## config.mk

```make
export PLATFORM = sky130hd
export DESIGN_NAME = bnn_layer_seq
export DESIGN_NICKNAME = d
export VERILOG_FILES = /design/src/rtl/bnn_layer_seq.sv
export SDC_FILE = /design/constraint.sdc
export NUM_CORES = 1
export LEC_CHECK = 0
export CAP_MARGIN = 20
export CORE_ASPECT_RATIO = 1.4
export CORE_MARGIN = 8
export CORE_UTILIZATION = 35
export DETAILED_ROUTE_END_ITERATION = 6
export PLACE_DENSITY = 0.56
export SYNTH_ARGS = -nofsm -noshare
export SYNTH_HDL_FRONTEND = slang
export SYNTH_SLANG_ARGS = --single-unit
```

## constraint.sdc

```tcl
create_clock -name clk -period 6.2 [get_ports clk]
set_input_delay 1.55 -clock clk [delete_from_list [all_inputs] [get_ports clk]]
set_output_delay 1.55 -clock clk [all_outputs]
set_load 0.01 [all_outputs]
```

## src/rtl/bnn_layer_seq.sv

```systemverilog
// rtl/bnn_layer_seq.sv - time-multiplexed binary neural network layer, one neuron per clock
module bnn_layer_seq #(
  parameter int N_IN  = 16,
  parameter int N_OUT = 8,
  localparam int CW = $clog2(N_IN + 1),
  localparam int AW = (N_OUT > 1) ? $clog2(N_OUT) : 1
) (
  input  logic             clk,
  input  logic             rst_n,
  input  logic             wr_en,
  output logic             wr_ready,
  input  logic [AW-1:0]    wr_addr,
  input  logic [N_IN-1:0]  wr_weight,
  input  logic [CW-1:0]    wr_thresh,
  input  logic             in_valid,
  output logic             in_ready,
  input  logic [N_IN-1:0]  in_data,
  output logic             out_valid,
  input  logic             out_ready,
  output logic [N_OUT-1:0] out_data,
  output logic             busy
);

  typedef enum logic [1:0] {IDLE, COMPUTE, DONE} state_t;

  localparam logic [AW:0]   N_OUT_W = N_OUT[AW:0];
  localparam logic [AW-1:0] LAST    = AW'(N_OUT - 1);

  state_t state, state_nxt;

  logic [N_IN-1:0] w_mem [N_OUT];
  logic [CW-1:0]   t_mem [N_OUT];
  logic [N_IN-1:0] x_reg;
  logic [AW-1:0]   cnt;

  logic            accept;
  logic            done_hs;
  logic            last;
  logic            wr_ok;
  logic [N_IN-1:0] match;
  logic [CW-1:0]   pc;
  logic            bit_k;

  assign in_ready = (state == IDLE);
  assign wr_ready = (state == IDLE);
  assign busy     = (state != IDLE);

  assign accept  = in_valid && in_ready;
  assign done_hs = out_valid && out_ready && (state == DONE);
  assign last    = (cnt == LAST);
  assign wr_ok   = wr_en && wr_ready && ({1'b0, wr_addr} < N_OUT_W);

  // XNOR-popcount of the captured vector against the row selected by the neuron counter
  always_comb begin
    match = ~(x_reg ^ w_mem[cnt]);
    pc    = '0;
    for (int i = 0; i < N_IN; i++) begin
      pc = pc + CW'(match[i]);
    end
    bit_k = (pc >= t_mem[cnt]);
  end

  always_ff @(posedge clk) begin
    if (!rst_n) begin
      state <= IDLE;
    end else begin
      state <= state_nxt;
    end
  end

  always_comb begin
    state_nxt = state;
    case (state)
      IDLE:    if (accept) state_nxt = COMPUTE;
      COMPUTE: if (last) state_nxt = DONE;
      DONE:    if (done_hs) state_nxt = IDLE;
      default: state_nxt = IDLE;
    endcase
  end

  // Writes land in the same edge as an accept, so the new weights apply to that vector
  always_ff @(posedge clk) begin
    if (!rst_n) begin
      for (int k = 0; k < N_OUT; k++) begin
        w_mem[k] <= '0;
        t_mem[k] <= '0;
      end
      x_reg     <= '0;
      cnt       <= '0;
      out_data  <= '0;
      out_valid <= 1'b0;
    end else begin
      if (wr_ok) begin
        w_mem[wr_addr] <= wr_weight;
        t_mem[wr_addr] <= wr_thresh;
      end
      if (accept) begin
        x_reg    <= in_data;
        cnt      <= '0;
        out_data <= '0;
      end
      if (state == COMPUTE) begin
        out_data[cnt] <= bit_k;
        cnt           <= last ? '0 : cnt + 1'b1;
      end
      if (state == COMPUTE && last) begin
        out_valid <= 1'b1;
      end else if (done_hs) begin
        out_valid <= 1'b0;
      end
    end
  end

endmodule

```

---- Word-level counts from Yosys, hierarchy flattened ----
Memories as Yosys holds them, arrays and structs flattened. A register that Yosys moved wholly into a read port is not among the register bits.
Cells that the tools add are included.
storage, ports and cells
  register bits after elaboration ......... 30
  memories kept ........................... 2
  output and inout bits ................... 12
  RAM bits ................................ 168
  logic and storage cells ................. 76
memory list
  memory  words  width  read ports  clocked after memory_dff  write ports  line  text
  w_mem   8      16     1           1                         8            31    logic [N_IN-1:0] w_mem [N_OUT];
  t_mem   8      5      1           1                         8            32    logic [CW-1:0] t_mem [N_OUT];
cells by class
  mux-type cells .......................... 29
  bitwise operators ....................... 2
  reduce and logical (&&, ||, !) cells .... 13
  $lt $le $gt $ge ......................... 3
  equality and inequality tests ........... 6
  add/sub/neg operators ................... 16
operators with widths
  cell                 number
  $add 5x1->5          11
  $mux 3               9
  $mux 8               3
  $mux 16              1
  $not 16->16          1
  $reduce_or 16->1     1
  $xor 16x16->16       1
  $mux 1               9
  $bwmux 8             1
  $logic_and 1x1->1    6
  $mux 2               3
  $pmux 2 s3           1
  $reduce_bool 2->1    3
  $add 4x1->5          1
  $ge 5x5->1           1
  $mux 5               1
  $reduce_or 5->1      1
  $add 3x1->4          1
  $lt 3x4->1 const B   1
  $ne 2x2->1 const B   2
  $add 2x1->3          1
  $add 3x1->3 const B  1
  $demux 1 s3          1
  $eq 3x3->1 const B   1
  7 further kinds      7

---- Logic depth before layout (Yosys ltp) ----
Gate-level depths: netlist (run 1).
  depth in word-level cells ............... 20
  depth in mapped cells ................... 22
  gate-level depth less buffers ........... 20

---- Worst setup path before layout (run 1) ----
OpenSTA, ideal clock, no wires.
  path kind ............................... flip-flop to flip-flop
  start ................................... register with a tool-made name
  end ..................................... register out_data[3]
  data required time ...................... 6061 ps
  path buffers ............................ 2
  library setup time ...................... 139 ps
  cell stages (with the launch flop) ...... 20
  data arrival time ....................... 5294 ps
  path slack .............................. 767 ps
  cells stage by stage .................... dfxtp_1 buf_6 buf_8 mux4_2 mux2i_1 xor2_1 fa_1 inv_1 fa_1 fa_1 fa_1 inv_1 ha_1 fa_1 xor2_1 ha_1 a21oi_1 o21ai_0 a41oi_1 o21ai_0
RTL lines
  what                           line  text
  end signal, assigned by index  103   out_data[cnt] <= bit_k;
  end, declared                  20    output logic [N_OUT-1:0] out_data,

==> impl_metrics.py, run 1 <==
metrics = {
    "detailed_routing": {
        "first_pass_iters": 4,
        "vias": 5303,
        "post-route-drc-count": 0,
        "ant_nets": 0,
        "totalWireLength_mm": 23.4,
        "via_per_inst": 5.01,
        "detail_route.wl_per_cell_um": 22.1,
        "drt_iter0_markers": 266,
    },
    "cts": {
        "insertion_delay_ns": 0.50,
        "cts_buffer_depth": 3,
        "cts-root-buf": "clkbuf_16",
        "cts_buffers": 20,
        "clk_pin_slew_ns": 0.07,
        "cts_max_level": 1,
        "post_cts_buffers": 0,
        "numClockSinks": 201,
        "postCtsHoldBufs": 0,
        "cts_tree": "yes",
        "post_cts_resized": 0,
    },
    "cells_and_area": {
        "fin_util_pct": 41.8,
        "syn2layout_area_growth_pct": 18.4,
        "instances_no_fill": 1059,
        "largest_reg_flops": 128,
        "nFillCells": 2383,
        "multi_input_area_sq_um": 3540,
        "nets": 784,
        "seqCellArea_sq_um": 5710,
        "drive_gt1_share_pct": 15.6,
    },
    "placed_design": {
        "place.gp.congestion": 0.782,
        "dp_hpwl_mm": 15.3,
        "dp.cells": 1023,
        "post-place-ws_ns": 0.200,
        "io_buffer_count": 56,
    },
    "global_route": {
        "gr-usage-met3_pct": 1.80,
        "busiest_layer": "met2",
        "first_global_vias": 5715,
        "antenna_found_initial": 0,
        "grt_remaining_overflow": 0,
        "grt.total_usage_pct": 14.6,
        "grt.met2_usage_pct": 27.4,
        "grt_max_degree": 31,
        "grt_pass1_wl_mm": 35.6,
        "met1_usage_pct": 17.1,
    },
    "sta": {
        "period_minus_slack_ns": 5.85,
        "finalCritPeriodShare_pct": 94.3,
        "setup_ws_ns": 0.353,
        "setup_viol_count_final": 0,
        "slew_headroom_pct": 31.0,
        "slew_viol_final": 0,
        "worst_pin_slew_ns": 1.03,
        "fmax_mhz": 171,
        "rsz0062_at_grt": "no",
        "hold_violations": 0,
        "setup_tns_ns": 0,
        "clock_skew_ns": 0.0181,
        "hold_slack_ns": 0.472,
    },
    "yosys": {
        "yosysTopAreaCellShare_pct": 53.6,
        "synthesis.area_sq_um": 9420,
        "synth.most_common_cell": "and2_1",
        "synth_area_leaders": "edfxtp_1, and2_1, mux4_2",
        "ys_ff_latch": 201,
        "postSynthCellCount": 654,
        "async_flop_share_pct": 0,
        "syn_nets": 721,
        "synth-edff-count": 168,
        "avgSynthCellArea_sq_um": 14.4,
        "ys_top_cells_by_count": "and2_1, edfxtp_1, nand2_1, mux4_2, dfxtp_1",
        "ys_types": 39,
        "synth_largest_area_cell": "edfxtp_1",
        "ys_seq_area_share_pct": 60.6,
        "synth_top_flop_cell": "edfxtp_1",
        "yosys_warnings": 0,
    },
    "floorplanning": {
        "ioPinCount": 57,
        "initial_core_util_pct": 35.3,
        "die_h_um": 210,
        "dieArea_sq_um": 32500,
        "fp-row-count": 71,
        "fp.dieW_um": 155,
        "core-area_sq_um": 26700,
    },
    "setup_path": {
        "crit_fanout": 9,
        "crit_arrival_ns": 6.20,
        "cp_data_required_time_ns": 6.56,
        "r2r_cells": 18,
        "start_kind": "register",
        "crit_path_end": "out_data[5]",
        "critPathKind": "register to register",
        "crit_path_end_kind": "register",
        "r2r_slack_ns": 0.35,
        "r2r-end": "out_data[5]",
    },
    "hold_path": {
        "min-delay-start": "out_data[4]",
        "hold_class": "register to register",
    },
    "pwr": {
        "p_leak_uw": 0.00401,
        "powerDensity_nw_per_um2": 314,
        "ir_drop_mv": 0.148,
    },
    "run": {
        "max_cap_viol_count": 0,
    },
    "outcome": {
        "status": "finished, final reports clean",
    },
}
## layout by cell type, fill, tap and decap left out, types with 6 or more instances in the layout
| cell type | count |
|---|---|
| mux4_2 | 42 |
| nand2_1 | 43 |
| clkbuf_16 | 21 |
| fa_1 | 10 |
| and2_1 | 169 |
| nand3_1 | 7 |
| buf_4 | 16 |
| inv_1 | 15 |
| xor2_1 | 10 |
| nor2b_1 | 11 |
| o21ai_0 | 7 |
| nor2_2 | 6 |
| o21ai_4 | 6 |
| a21oi_1 | 6 |
| clkdlybuf4s50_1 | 56 |
| ha_1 | 12 |
| mux2i_1 | 26 |
| a21boi_0 | 16 |
| edfxtp_1 | 168 |
| clkinv_1 | 6 |
| xnor2_1 | 8 |
| dfxtp_1 | 31 |
## worst max-delay path: stages (launching register included)
cell and delay [ns]:
dfxtp_2 0.56, buf_12 0.20, mux4_2 0.49, mux2i_1 0.24
xor2_1 0.13, fa_1 0.49, inv_1 0.05, fa_1 0.50
fa_1 0.53, fa_1 0.55, inv_1 0.04, ha_1 0.21
fa_1 0.41, xor2_1 0.16, ha_1 0.31, a21oi_1 0.14
o21ai_0 0.12, a41oi_2 0.40, o21ai_0 0.15
## final cells by class
type	instances	area share, %
Antenna cell	1	0.0224
Clock inverter	12	0.729
Clock buffer	23	4.78
Inverter	15	0.505
Sequential cell	201	51.2
Tap cell	328	3.68
Multi-Input combinational cell	400	31.8
Timing Repair Buffer	79	7.32
## kinds of logic (layout without fill, tap and decap cells)
kind of cell | count (synthesis) | count (layout) | synth area share (%)
simple gates | 250 | 250 | 15.6
flops | 201 | 201 | 60.6
mux | 69 | 69 | 12.9
buf+inv | 53 | 129 | 2.71
compound gates | 41 | 41 | 2.79
fa+ha+maj | 22 | 22 | 3.72
xor+xnor | 18 | 18 | 1.67
other cells | 0 | 1 | 0
## per-layer routing
layer | up-vias | wire (um) | share of wire [%]
li1 | 2468 | - | -
met1 | 2694 | 9490 | 41
met2 | 119 | 12500 | 53
met3 | 22 | 1050 | 4.5
met4 | 0 | 374 | 1.6
met5 | - | 0 | 0
## power by group
group / switching, uW / internal (uW)
Sequential: 26.8 / 1520
Combinational: 441 / 361
Clock: 501 / 657
Total: 970 / 2540
## how the worst min path moves through the flow
stage             endpoint  slack [ns]  depth (start not counted)
3_3_place_gp   out_data[0]        0.45                          2
5_1_grt        out_data[4]        0.50                          2
3_5_place_dp   out_data[4]        0.47                          2
4_1_cts        out_data[6]        0.47                          2
6_report       out_data[4]        0.47                          2
2_1_floorplan     x_reg[1]        0.46                          2
## stage by stage
| stage | total power [uW] | cell area (sq um) |
|---|---|---|
| finish | 3510 | 11200 |
| global route | 3690 | 11100 |
| CTS | 3510 | 11100 |
| detailed placement | 2360 | 10500 |
| global placement | 2330 | 10400 |
| floorplan | 2120 | 9420 |
(Power assumes the default switching activity.)
==> inputs of run 2 (changes only) <==
- CORE_UTILIZATION: 35 -> 43
- PLACE_DENSITY: 0.56 -> 0.65
==> run 2 against run 1 <==
  * First-iteration DRC count increased by 44%
  * Critical endpoint is now out_data[3]
  * Critical path depth increased by 1
  * Count of clock-buffer cells in the layout decreased by 1
  * Via count grew 1.6%
  * Core utilization increased by 9.2 points
  * Global-route usage is 2.3 points higher
  * Clock skew shrank 0.0056 ns
  * Largest power group unchanged
  * Largest cell class unchanged
==> impl_metrics.py, run 2 (synthesis gave the netlist of run 1 again) <==
metrics = {
    "outcome": {
        "status": "finished, final reports clean",
    },
    "sta": {
        "period_minus_slack_ns": 5.69,
        "rsz0062_at_grt": "no",
        "hold_violations": 0,
        "clock_skew_ns": 0.0125,
        "fmax_mhz": 176,
        "worst_pin_slew_ns": 1.15,
        "slew_headroom_pct": 23.5,
        "slew_viol_final": 0,
        "finalCritPeriodShare_pct": 91.8,
        "setup_ws_ns": 0.508,
        "hold_slack_ns": 0.468,
        "setup_viol_count_final": 0,
        "setup_tns_ns": 0,
    },
    "setup_path": {
        "crit_path_end_kind": "register",
        "start_kind": "register",
        "crit_arrival_ns": 6.06,
        "cpMostUsedCell": "fa_1",
        "critPathKind": "register to register",
        "worstPathCellList": "buf_12, mux4_2, mux2i_1, xor2_1, fa_1, fa_1, inv_1, fa_1, fa_1, inv_1, ha_1, fa_1, a21oi_1, nor2b_1, ha_1, a21oi_1, nor2b_1, a41oi_2, o21ai_0",
        "cp_slowest_cell": "fa_1",
        "cp_data_required_time_ns": 6.57,
        "crit_fanout": 22,
        "slowest_delay_ns": 0.55,
    },
    "cts": {
        "postCtsHoldBufs": 0,
        "cts_tree": "yes",
        "cts-root-buf": "clkbuf_16",
        "numClockSinks": 201,
        "clk_pin_slew_ns": 0.07,
        "cts_buffers": 20,
        "insertion_delay_ns": 0.50,
        "cts_buffer_depth": 3,
        "post_cts_buffers": 0,
        "cts_max_level": 1,
    },
    "cells_and_area": {
        "layout_common_cells": "and2_1, edfxtp_1, clkdlybuf4s50_1",
        "drive_gt1_share_pct": 15.2,
        "syn2layout_area_growth_pct": 17.6,
        "largest_reg_flops": 128,
        "instances_no_fill": 1023,
        "final_common_cell": "and2_1",
        "antenna_cells": 0,
        "nets": 779,
    },
    "floorplanning": {
        "fp.dieW_um": 141,
        "die_h_um": 191,
        "ioPinCount": 57,
        "core-area_sq_um": 21700,
        "dieArea_sq_um": 27000,
        "fp-row-count": 64,
        "initial_core_util_pct": 43.4,
    },
    "detailed_routing": {
        "drt_iter0_markers": 382,
        "post-route-drc-count": 0,
        "via_per_inst": 5.26,
        "totalWireLength_mm": 22.5,
        "detail_route.wl_per_cell_um": 22.0,
        "vias": 5386,
        "first_pass_iters": 4,
        "ant_nets": 0,
    },
    "pwr": {
        "ir_drop_mv": 0.224,
        "p_leak_uw": 0.00398,
        "total_power_uw": 3470,
        "powerDensity_nw_per_um2": 314,
    },
    "global_route": {
        "grt.total_usage_pct": 16.9,
        "grt_max_degree": 34,
        "grt_remaining_overflow": 0,
        "antenna_found_initial": 0,
        "grt_pass1_wl_mm": 33.9,
        "first_global_vias": 5772,
    },
    "hold_path": {
        "hold_class": "register to register",
    },
    "run": {
        "max_cap_viol_count": 0,
    },
    "placed_design": {
        "dp_hpwl_mm": 14.3,
        "post-place-ws_ns": 0.313,
        "place.gp.congestion": 0.769,
        "dp.cells": 987,
        "io_buffer_count": 56,
    },
}
==> run 2: worst max-delay path, delay by kind of cell, from the launching register on <==
kind                     cells  cell delay, ns
buffers and inverters        3            0.31
XOR/XNOR                     1            0.28
flip-flops                   1            0.35
adder cells (fa/ha/maj)      7            2.96
AO/OA/AOI/OAI                4            0.83
multiplexers                 2            0.70
AND/OR/NAND/NOR              2            0.14
==> run 2: worst paths after layout <==
check	slack, ns	to	cells past startpoint	start
max	0.51	out_data[3]	19	register
min	0.47	out_data[1]	2	out_data[1]
max reg2reg	0.51	out_data[3]	19	register
min reg2reg	0.47	out_data[1]	2	out_data[1]
==> run 2: metal layers <==
metal  global-route usage, %  wire length [um]  vias up
met5                       0                 0        -
met3                    2.22              1150       46
met1                    19.4              8830     2738
met2                    31.0             11800      151
met4                    6.92               655        0
li1                        -                 -     2451
==> run 2: layout make-up <==
type                            instances  area, sq um
Tap cell                              297          372
Inverter                               15         56.3
Multi-Input combinational cell        400         3540
Sequential cell                       201         5710
Clock buffer                           22          529
Timing Repair Buffer                   74          776
Fill cell                            1820        10600
Clock inverter                         14         82.6
==> run 2: what timing repair did <==
| item | CTS | global route |
|---|---|---|
| endpoints found under the setup margin | 0 | 2 |
| endpoints found under the hold margin | 0 | 0 |
| gates resized for setup | 0 | 1 |
==> run 2: where the power goes <==
group	leakage, uW	internal, uW	switching [uW]	total (uW)
clock	0.000298	621	513	1130
combinational	0.00166	358	441	799
sequential	0.00201	1520	21.9	1540
==> run 2: per-stage QoR <==
stage | area, sq um | utilization [%]
finish | 11100 | 51.0
global route | 11100 | 51.0
CTS | 11100 | 51.0
detailed placement | 10400 | 48.1
global placement | 10400 | 47.8
floorplan | 9420 | -
==> inputs of run 3 (changes only) <==
- RECOVER_POWER: default -> 25
==> run 3 against run 2 <==
  * The flow now finishes with violations (capacitance limit, slew limit)
  * Worst hold slack worse by 0.0040 ns
  * Core utilization is 0.18 points lower
  * Combinational power hardly changed
  * Largest power group unchanged
  * Highest routed layer unchanged
==> impl_metrics.py, run 3 (synthesis gave the netlist of run 1 again) <==
metrics = {
    "sta": {
        "setup_tns_ns": 0,
        "clock_skew_ns": 0.0131,
        "worst_pin_slew_ns": 1.84,
        "hold_violations": 0,
        "fmax_mhz": 176,
        "slew_headroom_pct": -22.7,
        "period_minus_slack_ns": 5.70,
        "slew_viol_final": 34,
        "rsz0062_at_grt": "no",
        "hold_slack_ns": 0.464,
        "setup_viol_count_final": 0,
        "finalCritPeriodShare_pct": 91.9,
    },
    "hold_path": {
        "holdPathStages": 2,
        "min-delay-start": "out_data[1]",
        "hold_class": "register to register",
        "min_to": "out_data[1]",
    },
    "setup_path": {
        "worstSetupPathDepth": 19,
        "cp_data_required_time_ns": 6.57,
        "cpMostUsedCell": "fa_1",
        "crit_path_end_kind": "register",
        "crit_buf_inv": 3,
        "crit_fanout": 22,
        "slowest_delay_ns": 0.55,
        "start_kind": "register",
        "r2r-end": "out_data[3]",
        "r2r_slack_ns": 0.50,
        "cp_slowest_cell": "fa_1",
        "critPathKind": "register to register",
        "r2r_cells": 19,
        "crit_family": "adder cells",
        "worstPathCellList": "buf_12, mux4_2, mux2i_1, xor2_1, fa_1, fa_1, inv_1, fa_1, fa_1, inv_1, ha_1, fa_1, a21oi_1, nor2b_1, ha_1, a21oi_1, nor2b_1, a41oi_2, o21ai_0",
        "crit_arrival_ns": 6.06,
    },
    "floorplanning": {
        "ioPinCount": 57,
        "die_h_um": 191,
        "fp.dieW_um": 141,
        "core-area_sq_um": 21700,
        "fp-row-count": 64,
        "dieArea_sq_um": 27000,
        "initial_core_util_pct": 43.4,
    },
    "pwr": {
        "ir_drop_mv": 0.223,
        "p_leak_uw": 0.00395,
        "powerDensity_nw_per_um2": 315,
    },
    "detailed_routing": {
        "via_per_inst": 5.29,
        "first_pass_iters": 4,
        "detail_route.wl_per_cell_um": 22.1,
        "post-route-drc-count": 0,
        "totalWireLength_mm": 22.6,
        "drt_iter0_markers": 367,
        "ant_nets": 0,
        "vias": 5411,
    },
    "cts": {
        "cts_max_level": 1,
        "post_cts_buffers": 0,
        "clk_pin_slew_ns": 0.07,
        "cts_buffers": 20,
        "postCtsHoldBufs": 0,
        "cts-root-buf": "clkbuf_16",
        "insertion_delay_ns": 0.50,
        "numClockSinks": 201,
        "cts_buffer_depth": 3,
        "cts_tree": "yes",
    },
    "placed_design": {
        "dp_hpwl_mm": 14.3,
        "place.gp.congestion": 0.769,
        "io_buffer_count": 56,
    },
    "cells_and_area": {
        "syn2layout_area_growth_pct": 17.1,
        "nets": 779,
        "antenna_cells": 0,
        "layout_common_cells": "edfxtp_1, and2_1, clkdlybuf4s50_1",
        "drive_gt1_share_pct": 13.8,
        "final_common_cell": "edfxtp_1",
        "largest_reg_flops": 128,
    },
    "global_route": {
        "antenna_found_initial": 0,
        "grt_pass1_wl_mm": 33.9,
        "grt.total_usage_pct": 16.9,
        "grt_remaining_overflow": 0,
        "first_global_vias": 5772,
        "grt_max_degree": 34,
    },
    "outcome": {
        "violations": "capacitance limit, slew limit",
        "status": "finished, violations left",
    },
    "run": {
        "max_cap_viol_count": 1,
    },
}
run 3: cell types whose count changed in the layout (fill, tap and decap cells not counted), moves of 3 or more:
cell	previous run	this run
and2_0	0	27
and2_1	169	142
buf_4	11	8
clkbuf_1	1	4
clkdlybuf4s50_1	56	48
dlygate4sd3_1	0	8
nor2_1	1	5
nor2_2	6	2
run 3: final cells by class:
cell class,instances,area (sq um)
Multi-Input combinational cell,400,3520
Inverter,15,56.3
Tap cell,297,372
Clock buffer,22,529
Sequential cell,201,5710
Fill cell,1828,10700
Clock inverter,14,82.6
Timing Repair Buffer,74,764
run 3: how the worst max path moves through the flow:
stage | start | endpoint | slack [ns]
3_5_place_dp | register | out_data[3] | 0.31
4_1_cts | register | out_data[3] | 0.31
6_report | register | out_data[3] | 0.50
5_1_grt | register | out_data[3] | 0.20
2_1_floorplan | register | out_data[3] | 0.77
3_3_place_gp | register | out_data[3] | 0.51
run 3: timing repair:
item / 4_1_cts / 5_1_grt
endpoints found under the setup margin: 0 / 2
endpoints found under the hold margin: 0 / 0
resized for setup: 0 / 1
run 3: worst reg2reg max path, delay by kind of cell, from the launching register on:
| kind | cells | cell delay [ns] |
|---|---|---|
| adders and majority gates | 7 | 2.95 |
| DFF | 1 | 0.35 |
| AOI/OAI and AO/OA | 4 | 0.84 |
| xor gates and xnor gates | 1 | 0.28 |
| muxes | 2 | 0.71 |
| buffers and inverters | 3 | 0.31 |
| and+or+nand+nor | 2 | 0.14 |
run 3: layer usage:
layer  global-route usage [%]  vias to the layer above  wire length, um
met3                     2.22                       45             1060
met2                     31.0                      156            11900
met4                     6.92                        0              683
met1                     19.4                     2757             8930
li1                         -                     2453                -
met5                        0                        -                0
run 3: per-stage QoR:
stage          util (%)  area (sq um)  instances  worst slack [ns]  total power (uW)
2_1_floorplan         -          9420        654             0.767              2120
3_3_place_gp       47.8         10400        983             0.507              2300
3_5_place_dp       48.1         10400        987             0.313              2350
4_1_cts            51.0         11100       1023             0.306              3470
5_1_grt            50.8         11000       1023             0.195              3660
6_report           50.8         11000       1023             0.503              3470
run 3: where the power goes:
group | internal (uW) | leakage, uW | total, uW | switching [uW]
combinational | 356 | 0.00164 | 798 | 442
sequential | 1520 | 0.00201 | 1540 | 21.8
clock | 621 | 0.000298 | 1130 | 514
total | 2500 | 0.00395 | 3470 | 978
